### src/rtl/alu_pkg.sv
// Shared ALU definitions: op codes, R-type funct codes and the funct->Opin decode.
// Used by the operand issue stage and the ALU bench.
package alu_pkg;
  localparam logic [3:0] OP_ADD = 4'b0000;
  localparam logic [3:0] OP_SUB = 4'b0010;
  localparam logic [3:0] OP_AND = 4'b0100;
  localparam logic [3:0] OP_OR  = 4'b0101;
  localparam logic [3:0] OP_XOR = 4'b0110;
  localparam logic [3:0] OP_NOR = 4'b0111;
  localparam logic [3:0] OP_SLT = 4'b1010;

  localparam logic [5:0] FN_ADD = 6'h20;
  localparam logic [5:0] FN_SUB = 6'h22;
  localparam logic [5:0] FN_AND = 6'h24;
  localparam logic [5:0] FN_OR  = 6'h25;
  localparam logic [5:0] FN_XOR = 6'h26;
  localparam logic [5:0] FN_NOR = 6'h27;
  localparam logic [5:0] FN_SLT = 6'h2A;

  typedef struct packed {
    logic       legal;
    logic [3:0] op;
  } dec_t;

  function automatic dec_t decode_funct(input logic [5:0] funct);
    dec_t d;
    d.legal = 1'b1;
    d.op    = OP_ADD;
    case (funct)
      FN_ADD:  d.op = OP_ADD;
      FN_SUB:  d.op = OP_SUB;
      FN_AND:  d.op = OP_AND;
      FN_OR:   d.op = OP_OR;
      FN_XOR:  d.op = OP_XOR;
      FN_NOR:  d.op = OP_NOR;
      FN_SLT:  d.op = OP_SLT;
      default: d.legal = 1'b0;
    endcase
    return d;
  endfunction
endpackage

### src/rtl/alu_regfile.sv
// Register file: two async read ports, one sync write port where ALU writeback
// beats a direct load. r0 always reads zero.
module alu_regfile #(
  parameter int DATA_W = 32,
  parameter int REG_AW = 3
) (
  input  logic              clk,
  input  logic              rst,
  input  logic [REG_AW-1:0] ra_addr,
  output logic [DATA_W-1:0] ra_data,
  input  logic [REG_AW-1:0] rb_addr,
  output logic [DATA_W-1:0] rb_data,
  input  logic              wb_en,
  input  logic [REG_AW-1:0] wb_addr,
  input  logic [DATA_W-1:0] wb_data,
  input  logic              ld_en,
  input  logic [REG_AW-1:0] ld_addr,
  input  logic [DATA_W-1:0] ld_data
);
  localparam int NREG = 1 << REG_AW;

  logic [NREG-1:0][DATA_W-1:0] r_mem;

  always_ff @(posedge clk or posedge rst) begin
    if (rst) begin
      r_mem <= '0;
    end else if (wb_en) begin
      if (wb_addr != '0) r_mem[wb_addr] <= wb_data;
    end else if (ld_en) begin
      if (ld_addr != '0) r_mem[ld_addr] <= ld_data;
    end
  end

  assign ra_data = (ra_addr == '0) ? '0 : r_mem[ra_addr];
  assign rb_data = (rb_addr == '0) ? '0 : r_mem[rb_addr];
endmodule

### src/rtl/alu_operand_issue.sv
// ALU issue stage: accepts R-type ops, reads operands, drives the ALU and writes
// the result back. RAW hazards against in-flight destinations stall the input.
module alu_operand_issue
  import alu_pkg::*;
#(
  parameter int DATA_W  = 32,
  parameter int REG_AW  = 3,
  parameter int ALU_LAT = 1
) (
  input  logic              clk,
  input  logic              reset,
  input  logic              in_valid,
  output logic              in_ready,
  input  logic [5:0]        in_funct,
  input  logic [REG_AW-1:0] in_rs,
  input  logic [REG_AW-1:0] in_rt,
  input  logic [REG_AW-1:0] in_rd,
  input  logic              ld_valid,
  output logic              ld_ready,
  input  logic [REG_AW-1:0] ld_addr,
  input  logic [DATA_W-1:0] ld_data,
  output logic [DATA_W-1:0] alu_A,
  output logic [DATA_W-1:0] alu_B,
  output logic [3:0]        alu_Opin,
  input  logic [DATA_W-1:0] alu_result,
  input  logic              alu_zero,
  output logic              wb_valid,
  output logic [REG_AW-1:0] wb_rd,
  output logic [DATA_W-1:0] wb_data,
  output logic              wb_zero,
  output logic              illegal
);
  typedef struct packed {
    logic              vld;
    logic [REG_AW-1:0] rd;
  } trk_t;

  // Entry i holds the op whose ALU inputs were presented i cycles ago;
  // the last entry marks the writeback edge.
  trk_t [ALU_LAT:0] r_trk;

  logic [DATA_W-1:0] r_alu_A, r_alu_B;
  logic [3:0]        r_alu_Opin;
  logic              r_wb_valid, r_wb_zero, r_illegal;
  logic [REG_AW-1:0] r_wb_rd;
  logic [DATA_W-1:0] r_wb_data;

  logic              w_haz, w_acc, w_wb_due;
  dec_t              w_dec;
  logic [DATA_W-1:0] w_rs_data, w_rt_data;

  assign w_dec    = decode_funct(in_funct);
  assign w_wb_due = r_trk[ALU_LAT].vld;
  assign in_ready = ~w_haz;
  assign w_acc    = in_valid & in_ready;
  assign ld_ready = ~w_wb_due;

  // r0 sources never stall: r0 is constant regardless of pending writes.
  always_comb begin
    w_haz = 1'b0;
    for (int i = 0; i <= ALU_LAT; i++) begin
      if (r_trk[i].vld &&
          (((in_rs != '0) && (in_rs == r_trk[i].rd)) ||
           ((in_rt != '0) && (in_rt == r_trk[i].rd))))
        w_haz = 1'b1;
    end
  end

  alu_regfile #(.DATA_W(DATA_W), .REG_AW(REG_AW)) u_rf (
    .clk     (clk),
    .rst     (reset),
    .ra_addr (in_rs),
    .ra_data (w_rs_data),
    .rb_addr (in_rt),
    .rb_data (w_rt_data),
    .wb_en   (w_wb_due),
    .wb_addr (r_trk[ALU_LAT].rd),
    .wb_data (alu_result),
    .ld_en   (ld_valid & ld_ready),
    .ld_addr (ld_addr),
    .ld_data (ld_data)
  );

  always_ff @(posedge clk or posedge reset) begin
    if (reset) begin
      r_trk <= '0;
    end else begin
      r_trk[0].vld <= w_acc & w_dec.legal;
      r_trk[0].rd  <= in_rd;
      for (int i = 1; i <= ALU_LAT; i++) r_trk[i] <= r_trk[i-1];
    end
  end

  // Illegal ops are consumed without touching the ALU outputs.
  always_ff @(posedge clk or posedge reset) begin
    if (reset) begin
      r_alu_A    <= '0;
      r_alu_B    <= '0;
      r_alu_Opin <= OP_ADD;
      r_illegal  <= 1'b0;
    end else begin
      r_illegal <= w_acc & ~w_dec.legal;
      if (w_acc && w_dec.legal) begin
        r_alu_A    <= w_rs_data;
        r_alu_B    <= w_rt_data;
        r_alu_Opin <= w_dec.op;
      end
    end
  end

  always_ff @(posedge clk or posedge reset) begin
    if (reset) begin
      r_wb_valid <= 1'b0;
      r_wb_rd    <= '0;
      r_wb_data  <= '0;
      r_wb_zero  <= 1'b0;
    end else begin
      r_wb_valid <= w_wb_due;
      if (w_wb_due) begin
        r_wb_rd   <= r_trk[ALU_LAT].rd;
        r_wb_data <= alu_result;
        r_wb_zero <= alu_zero;
      end
    end
  end

  assign alu_A    = r_alu_A;
  assign alu_B    = r_alu_B;
  assign alu_Opin = r_alu_Opin;
  assign wb_valid = r_wb_valid;
  assign wb_rd    = r_wb_rd;
  assign wb_data  = r_wb_data;
  assign wb_zero  = r_wb_zero;
  assign illegal  = r_illegal;
endmodule

### config.mk
export PLATFORM = sky130hd
export DESIGN_NAME = alu_operand_issue
export DESIGN_NICKNAME = d
export VERILOG_FILES = /design/src/rtl/alu_pkg.sv /design/src/rtl/alu_regfile.sv /design/src/rtl/alu_operand_issue.sv
export SDC_FILE = /design/constraint.sdc
export NUM_CORES = 1
export LEC_CHECK = 0
export ABC_CLOCK_PERIOD_IN_PS = 10400
export BUFFER_PORTS_ARGS = -buffer_cell sky130_fd_sc_hd__buf_2
export CORE_MARGIN = 4
export CORE_UTILIZATION = 40
export DETAILED_ROUTE_END_ITERATION = 10
export PLACE_DENSITY = 0.58
export SYNTH_ARGS = -nofsm -noshare
export SYNTH_HDL_FRONTEND = slang
export SYNTH_HIERARCHICAL = 1
export SYNTH_SLANG_ARGS = --single-unit
### constraint.sdc
create_clock -name clk -period 10.4 [get_ports clk]
set_clock_uncertainty 0.15 [all_clocks]
set_input_delay 2.08 -clock clk [delete_from_list [all_inputs] [get_ports clk]]
set_output_delay 2.08 -clock clk [all_outputs]
set_load 0.01 [all_outputs]
**Yosys cells after proc, flatten, opt, wreduce, memory -nomap -nowiden**

Cells that the tools add are included.

- Output and inout port bits: 108
- Word-level logic and storage cells: 86
- Flip-flop bits (word level): 370
- Input bits: 87

- Reductions and logical operators: 21
- Bitwise operators: 7
- Muxes and demuxes: 20
- Order comparisons: 6
- Eq/ne operators: 12

Operator list:

| operator | count |
|---|---|
| $mux W256 | 4 |
| $bwmux W256 | 2 |
| $bmux W32 S3 | 2 |
| $demux W32 S3 | 2 |
| $mux W32 | 6 |
| $eq A6 B6 Y1 const B | 7 |
| $pmux W4 S6 | 1 |
| $lt A3 B4 Y1 const B | 4 |
| $eq A3 B3 Y1 | 4 |
| $reduce_bool A3 Y1 | 4 |
| $logic_and A1 B1 Y1 | 9 |
| $reduce_or A7 Y1 | 1 |
| $ge A3 B1 Y1 const B | 2 |
| $logic_not A3 Y1 | 2 |
| $and A1 B1 Y1 | 4 |
| $reduce_bool A2 Y1 | 2 |
| $mux W1 | 3 |
| $not A1 Y1 | 3 |
| $reduce_and A3 Y1 | 1 |
| $logic_or A1 B1 Y1 | 2 |
| $ne A2 B1 Y1 const B | 1 |

**Depth between registers and ports, before layout**

Gate-level depths: netlist (run 1).

- Depth after elaboration: 9
- Gate-level depth with buffers: 9
- Gate-level depth less buffers: 5

**Cells and area by module**

Netlist (run 1), hierarchy kept.

By module, submodules not included:

| module | area each (µm²) | cells an instance | times used |
|---|---|---|---|
| alu_regfile | 16856.2 | 1723 | 1 |
| alu_operand_issue | 4372.9 | 272 | 1 |

**Worst setup path after synthesis (run 1)**

OpenSTA, ideal clock, no wires.

- Kind: in2out
- Start point: input port in_rs[1]
- End point: output port in_ready
- Path buffers: 0
- Data arrival time: 2746 ps
- Stages: 4
- Setup slack: 5424 ps
- Data required time: 8170 ps
- Cell sequence: o21ba_1 o2111ai_1 o22ai_2 nor2_1

- Word-level cells in the longest chain between the ends: 7
- Elaborated cells on any way between the ends: 12

Ends and longest elaborated chain:

| element | RTL line | RTL |
|---|---|---|
| start: declaration | alu_operand_issue.sv:15 | `input logic [REG_AW-1:0] in_rs,` |
| $eq A3 B3 Y1 or $reduce_bool A3 Y1 (tied branches) | alu_operand_issue.sv:63 | `(((in_rs != '0) && (in_rs == r_trk[i].rd)) \|\|` |
| $logic_and A1 B1 Y1 | alu_operand_issue.sv:63 |  |
| $logic_or A1 B1 Y1 | alu_operand_issue.sv:63 |  |
| $logic_and A1 B1 Y1 | alu_operand_issue.sv:62 | `if (r_trk[i].vld &&` |
| $mux W1 | alu_operand_issue.sv:62 |  |
| $mux W1 * | alu_operand_issue.sv:62 |  |
| $not A1 Y1 * | alu_operand_issue.sv:54 | `assign in_ready = ~w_haz;` |
| end: declaration | alu_operand_issue.sv:13 | `output logic in_ready,` |

Mark *: on every way between the ends. The rest lies on a longest branch, timed or not.

**Worst setup path in the final report (run 1)**

Ends and elaborated chain as after synthesis.

==> results of run 1 <==
layout by cell type (no fill, tap or decap), types with 4 or more instances in the layout:
cell type / instances
bufinv_16: 6
clkinv_2: 9
o21ai_0: 64
nand3_1: 128
buf_4: 43
mux2_1: 6
mux2i_1: 98
a2bb2oi_1: 187
inv_6: 4
buf_2: 191
a2bb2oi_2: 70
o22ai_1: 256
o2111ai_1: 4
o221ai_1: 31
o31ai_1: 33
clkbuf_16: 45
mux4_2: 32
mux2_2: 126
xnor2_1: 6
o21ai_4: 7
inv_1: 10
clkbuf_1: 9
dfrtp_1: 369
a21oi_1: 33
a22oi_1: 31
nand2b_1: 4
nor2b_1: 65
nand2_1: 129
layout make-up:
type | instances | area, um2
clock buffer | 57 | 1200
sequential | 370 | 9260
tap | 688 | 861
antenna | 2 | 5.00
fill | 4861 | 28600
multi-input combinational | 1356 | 10900
clock inverter | 21 | 274
timing repair buffer | 236 | 1310
inverter | 12 | 57.6
registers in the layout (all words and copies together), names as in the netlist:
signal	count
wb_valid	1
alu_B	32
wb_zero	1
illegal	1
wb_data	32
u_rf/r_mem	256
alu_Opin	4
r_trk	7
w_wb_due	1
wb_rd	3
alu_A	32
power by group through the flow:
stage	combinational, W	clock, W	sequential, W
floorplan	0.000765	0	0.00206
global placement	0.00118	0	0.00206
detailed placement	0.00120	0	0.00207
CTS	0.00120	0.00164	0.00205
global route	0.00130	0.00170	0.00210
finish	0.00121	0.00161	0.00206
final timing paths:
| path | slack, ps | from | end |
|---|---|---|---|
| setup reg to reg | 6320 | w_wb_due | u_rf/r_mem[221] |
| hold / removal | 250 | u_rf/r_mem[13] | u_rf/r_mem[13] |
| min in group asynchronous | 1420 | reset | alu_A[5] |
| max in group asynchronous | 7270 | reset | u_rf/r_mem[54] |
| setup / recovery | 3950 | in_rs[1] | in_ready |
| hold reg to reg | 250 | u_rf/r_mem[13] | u_rf/r_mem[13] |
per-stage QoR:
stage	hold WS, ps	util	power (W)	area (um2)
2_1_floorplan	223	-	0.00283	21200
3_3_place_gp	232	0.427	0.00323	22400
3_5_place_dp	237	0.427	0.00327	22400
4_1_cts	252	0.455	0.00490	23900
5_1_grt	258	0.455	0.00510	23900
6_report	251	0.455	0.00487	23900
worst reg2reg max path: stages (launching register included):
cell and delay (ps):
dfrtp_4 610, buf_4 400, nor2b_1 530, or3b_4 710, o21ai_4 900, buf_4 520
a2bb2oi_1 190
cells by family after synthesis:
kind of cell              count (synthesis)  synth area share
AOI/OAI and AO/OA                       727             0.270
muxes                                   262             0.150
and+or+nand+nor                         359            0.0849
DFF                                     370             0.436
buffers and inverters                   269            0.0556
xor gates and xnor gates                  8           0.00330
layer usage:
metal  vias up  GRT usage  share of wire
met5         -          0        0.00066
met4        10     0.0950          0.034
met3       172     0.0625          0.096
met2      1121      0.414           0.45
met1      9449      0.383           0.42
li1       7795          -              -
==> metrics, run 1 <==
outcome finished clean; total stage count of the critical path 7; layout cell share with drive strength beyond 1 0.276; worst hold stages 0; Synth cell types 48; initial drt markers 2141; drt drc 0; Setup-failing EPs final 0; Clock Sinks 370; Final WS setup 3950 ps; TritonCTS clock tree done; area of the core 0.0526 mm2; CTS clock-pin slew for the worst setup and hold paths roughly 60 ps; DRT Pass-1 Iters 5; Clock Path Buffers 3; root buf cell clkbuf_16; routed len/inst 29.2 um; Die ar. 0.0568 mm2; Fin. Hold Viols 0; Synth Net Count 2082; area leader, netlist dfrtp_1; Setup crit start kind primary input; EDFF count, synth 0; die height 238 um; asr flop ratio synth 1.00; setup repair bufs after CTS 0; Power Dens Cells 204 mW/mm2; top-area cell type share of the netlist area 0.436; WS Path Type in -> out; Max FO, Critical Path a little over 60; initial antenna violation count 7; most common cell in the netlist dfrtp_1; Tmin final 6450 ps; area grow syn2layout 12.7%; Top Family by Delay on Critical Path buffers and inverters; largest net degree at the start of global routing 147; Num CTS Buffers 44; post-DR vias/cell 6.76; Place WS around 4000 ps; Final nets 2107; Static Leak slightly below 10 nW; CP Cell Sequence buf_6 -> buf_4 -> xnor2_1 -> o2111ai_1 -> o22ai_2 -> nor2_1 -> buf_2; Sw Ratio 0.309; HPWL Detailed 44800 um; post-route setup TNS 0 ps; Detail Route Antenna Nets 0; top cells by area, synth dfrtp_1 (44%), a2bb2oi_1 (7.7%), o22ai_1 (7.5%); share of power burned in combinational logic 0.247; FP Rows 84; crit path DAT between 4000 and 5000 ps; first-pass GRT wire length 120000 um; post-CTS sizing 0; hold crit path type reg -> reg; Peak VDD IR ~0.16 mV; Initial Utilization 0.404; dpl cells 2662; total number of vias ~19000; crit end category output port; flops & latches, synth 370; Primary FF master, synth dfrtp_1; max_slew headroom 0.115; Final Non-Filler Cells 2742; Net Sw Power 0.00151 W; R2R cell count 6; Syn Area/Cell 10.6 um2; sequential power share 0.422; Worst-Skew Late Latency 580 ps; Final period util 0.620; maxcap violations 0; gpl congestion roughly 0.84; max frequency 155 MHz; synth cell count leaders dfrtp_1 (370), o22ai_1 (256), a2bb2oi_1 (187); Cell Int Power 0.00337 W; drt total wl 80000 um; WP buf/inv 3; register area share after synthesis 0.436; Clock power frac 0.330; total grt overflow 0; fin. max-slew vios 0; crit path max-delay cell type buf_4; mapped cell area 0.0212 mm2; Die W 238 um; RSZ-0062 raised after global routing false; CTS H-tree lvls 2; Yosys warnings 6; Crit path largest cell delay 830 ps; GRT Total Usage 0.272; Post-CTS Hold Buffers 0; Post-Synthesis Cells between 1500 and 2000; Worst EP required 8170 ps; vias in the first global route between 15000 and 20000; I/O pins 195; IO Port Bufs around 190; Slew @ Worst Pin 1320 ps
Note: power is estimated with default switching activity, not from simulation.
==> run 2, diff against run 1 <==
--- a/config.mk
+++ b/config.mk
@@ -5,7 +5,7 @@
 export SDC_FILE = /design/constraint.sdc
 export NUM_CORES = 1
 export LEC_CHECK = 0
-export ABC_CLOCK_PERIOD_IN_PS = 10400
+export ABC_CLOCK_PERIOD_IN_PS = 6440
 export BUFFER_PORTS_ARGS = -buffer_cell sky130_fd_sc_hd__buf_2
 export CORE_MARGIN = 4
 export CORE_UTILIZATION = 40
==> constraint.sdc (replaced) <==
create_clock -name clk -period 6.44 [get_ports clk]
set_clock_uncertainty 0.15 [all_clocks]
set_input_delay 1.288 -clock clk [delete_from_list [all_inputs] [get_ports clk]]
set_output_delay 1.288 -clock clk [all_outputs]
set_load 0.01 [all_outputs]
==> run 2 against run 1 <==
Against the previous run:
- design area is 0.12% lower
- power is 60% higher
- global-route usage is 0.91 points higher
- sequential cell count stayed put
- critical path type unchanged
- via count is 2.1% higher
- clock power is 55% higher
- critical endpoint unchanged
- final cell count is 0.26% higher
- worst hold slack worse by 2.7 ps
- sequential share of layout area hardly changed
- register-to-register slack worse by 3700 ps
- highest routed layer unchanged
- sequential power is 62% higher
==> metrics, run 2 (synthesis results as in run 1) <==
placed inst area 0.0225 mm2 (+0.24%); Max FO, Critical Path 48 (-21%); post-DR vias/cell 6.89 (+1.8%); FP Rows 84 (unchanged); first-pass GRT wire length 124000 um (+3.0%); Final nets 2117 (+0.47%); Setup crit start kind primary input; Die W 238 um (unchanged); area grow syn2layout 12.5%; Peak VDD IR 0.256 mV (+62%); I/O pins 195 (unchanged); initial antenna violation count 2 (-5); die height 238 um (unchanged); reg-to-reg startpoint w_wb_due; max FFs per register 256 (unchanged); routed len/inst 29.9 um (+2.6%); Cell Int Power 0.00532 W (+58%); Slew @ Worst Pin 1210 ps (-110 ps); Final Non-Filler Cells 2749 (+0.26%); HPWL Detailed 46200 um (+3.2%); crit path DAT 2990 ps (-1230 ps); Fin. Hold Viols 0 (unchanged); Net Sw Power 0.00248 W (+64%); Worst Setup SP in_rs[2]; Worst EP required 5000 ps (-3170 ps); CTS H-tree lvls 2 (unchanged); area of the core 0.0526 mm2 (unchanged); total grt overflow 0 (unchanged); layout cell share with drive strength beyond 1 0.277 (+0.000869); Clock Path Buffers 3 (unchanged); met2 Use GR 0.425 (+0.0113); RSZ-0062 raised after global routing false; TritonCTS clock tree done; total number of vias 18936 (+2.1%); Worst-Skew Late Latency 600 ps (+20 ps); largest net degree at the start of global routing 178 (+21%); worst hold stages 0 (unchanged); CTS clock-pin slew for the worst setup and hold paths 60 ps (about the same); Static Leak 9.75 nW (+0.13%); grt peak-use layer met2; most frequent cells in the layout dfrtp_1 (369), o22ai_1 (256), buf_2 (191), a2bb2oi_1 (187), nand2_1 (130); max_slew headroom 0.190 (+0.0752); sequential power share 0.429 (+0.007); Power Dens Cells 326 mW/mm2 (+60%); global routing met1 resource utilization 0.389 (+0.00606); Detail Route Antenna Nets 0 (unchanged); setup repair bufs after CTS 0 (unchanged); max frequency 226 MHz; drt total wl 82300 um (+2.9%); drt drc 0 (unchanged); dpl cells 2672 (+0.38%); Clock power frac 0.320 (-0.010); Post-CTS Hold Buffers 0 (unchanged); fin. max-slew vios 0 (unchanged); register with the most flip-flops u_rf/r_mem; Die ar. 0.0568 mm2 (unchanged); initial drt markers 2411 (+13%); post-route setup TNS 0 ps (unchanged); hold crit path type reg -> reg; Tmin final about 4400 ps; Final period util 0.688; GRT Total Usage 0.281 (+0.00906); DRT Pass-1 Iters 5 (unchanged); Initial Utilization 0.404 (unchanged); outcome finished clean; IO Port Bufs 194 (unchanged); gpl congestion 0.838 (about the same); post-CTS sizing 0 (unchanged); Num CTS Buffers 44 (unchanged); R2R cell count 6 (unchanged); Design Area, Final 0.0239 mm2 (-0.12%); crit end category output port; M3 GR Usage 0.0663 (+0.00381); commonest non-fill, non-tap cell in the layout dfrtp_1; Setup-failing EPs final 0 (unchanged); vias in the first global route 19202 (+3.8%); maxcap violations 0 (unchanged); Clock Sinks 370 (unchanged); Sw Ratio 0.318 (+0.00824); hold path startpoint u_rf/r_mem[12]; WS Path Type in -> out; root buf cell clkbuf_16; share of power burned in combinational logic 0.251 (+0.004)
-- run 2: cell types whose count changed in the layout (fill, tap and decap cells not counted), moves of 2 or more --
cell        before  now
nor2b_2          0    2
o21ai_2          0    2
clkinvlp_4       3    1
o21ai_4          7    5
nand4bb_4        0    2
clkbuf_8         3    7
nand4bb_2        2    0
buf_4           43   53
nor2b_4          3    1
inv_6            4    2
bufinv_16        6    2
-- run 2: layout make-up --
class	instances	area, um2
Fill cell	4975	28700
Antenna cell	1	2.50
Inverter	12	51.3
Timing Repair Buffer	246	1390
Sequential cell	370	9260
Tap cell	688	861
Multi-Input combinational cell	1356	10900
Clock inverter	15	139
Clock buffer	61	1260
-- run 2: per-stage QoR --
stage          power, W  utilization  setup WS [ps]  hold slack, ps
2_1_floorplan   0.00456            -           1630             223
3_3_place_gp    0.00525        0.428           2010             230
3_5_place_dp    0.00531        0.428           2030             234
4_1_cts         0.00782        0.455           2010             247
5_1_grt         0.00813        0.455           1920             258
6_report        0.00779        0.455           2010             248
-- run 2: critical path, cell delays in order --
cell and delay [ps]:
buf_2 840, xnor2_1 200, o2111ai_1 150, o22ai_2 250, nor2_1 100, buf_2 150
-- run 2: final timing paths --
path | end | slack, ps
max in group asynchronous | u_rf/r_mem[76] | 4340
setup / recovery | in_ready | 2010
hold / removal | u_rf/r_mem[12] | 250
min in group asynchronous | r_trk[3] | 490
hold reg to reg | u_rf/r_mem[12] | 250
setup reg to reg | u_rf/r_mem[47] | 2670
-- run 2: routing by layer --
metal	wire length, um	share of wire	vias to the layer above
li1	-	-	7788
met1	33900	0.41	9687
met4	3450	0.042	2
met3	8440	0.10	242
met5	10	0.00012	-
met2	36400	0.44	1217
-- run 2: power by group through the flow --
stage,Combinational [W],Clock (W),Sequential [W]
2_1_floorplan,0.00124,0,0.00333
3_3_place_gp,0.00191,0,0.00334
3_5_place_dp,0.00195,0,0.00336
4_1_cts,0.00196,0.00254,0.00333
5_1_grt,0.00210,0.00263,0.00341
6_report,0.00196,0.00249,0.00334
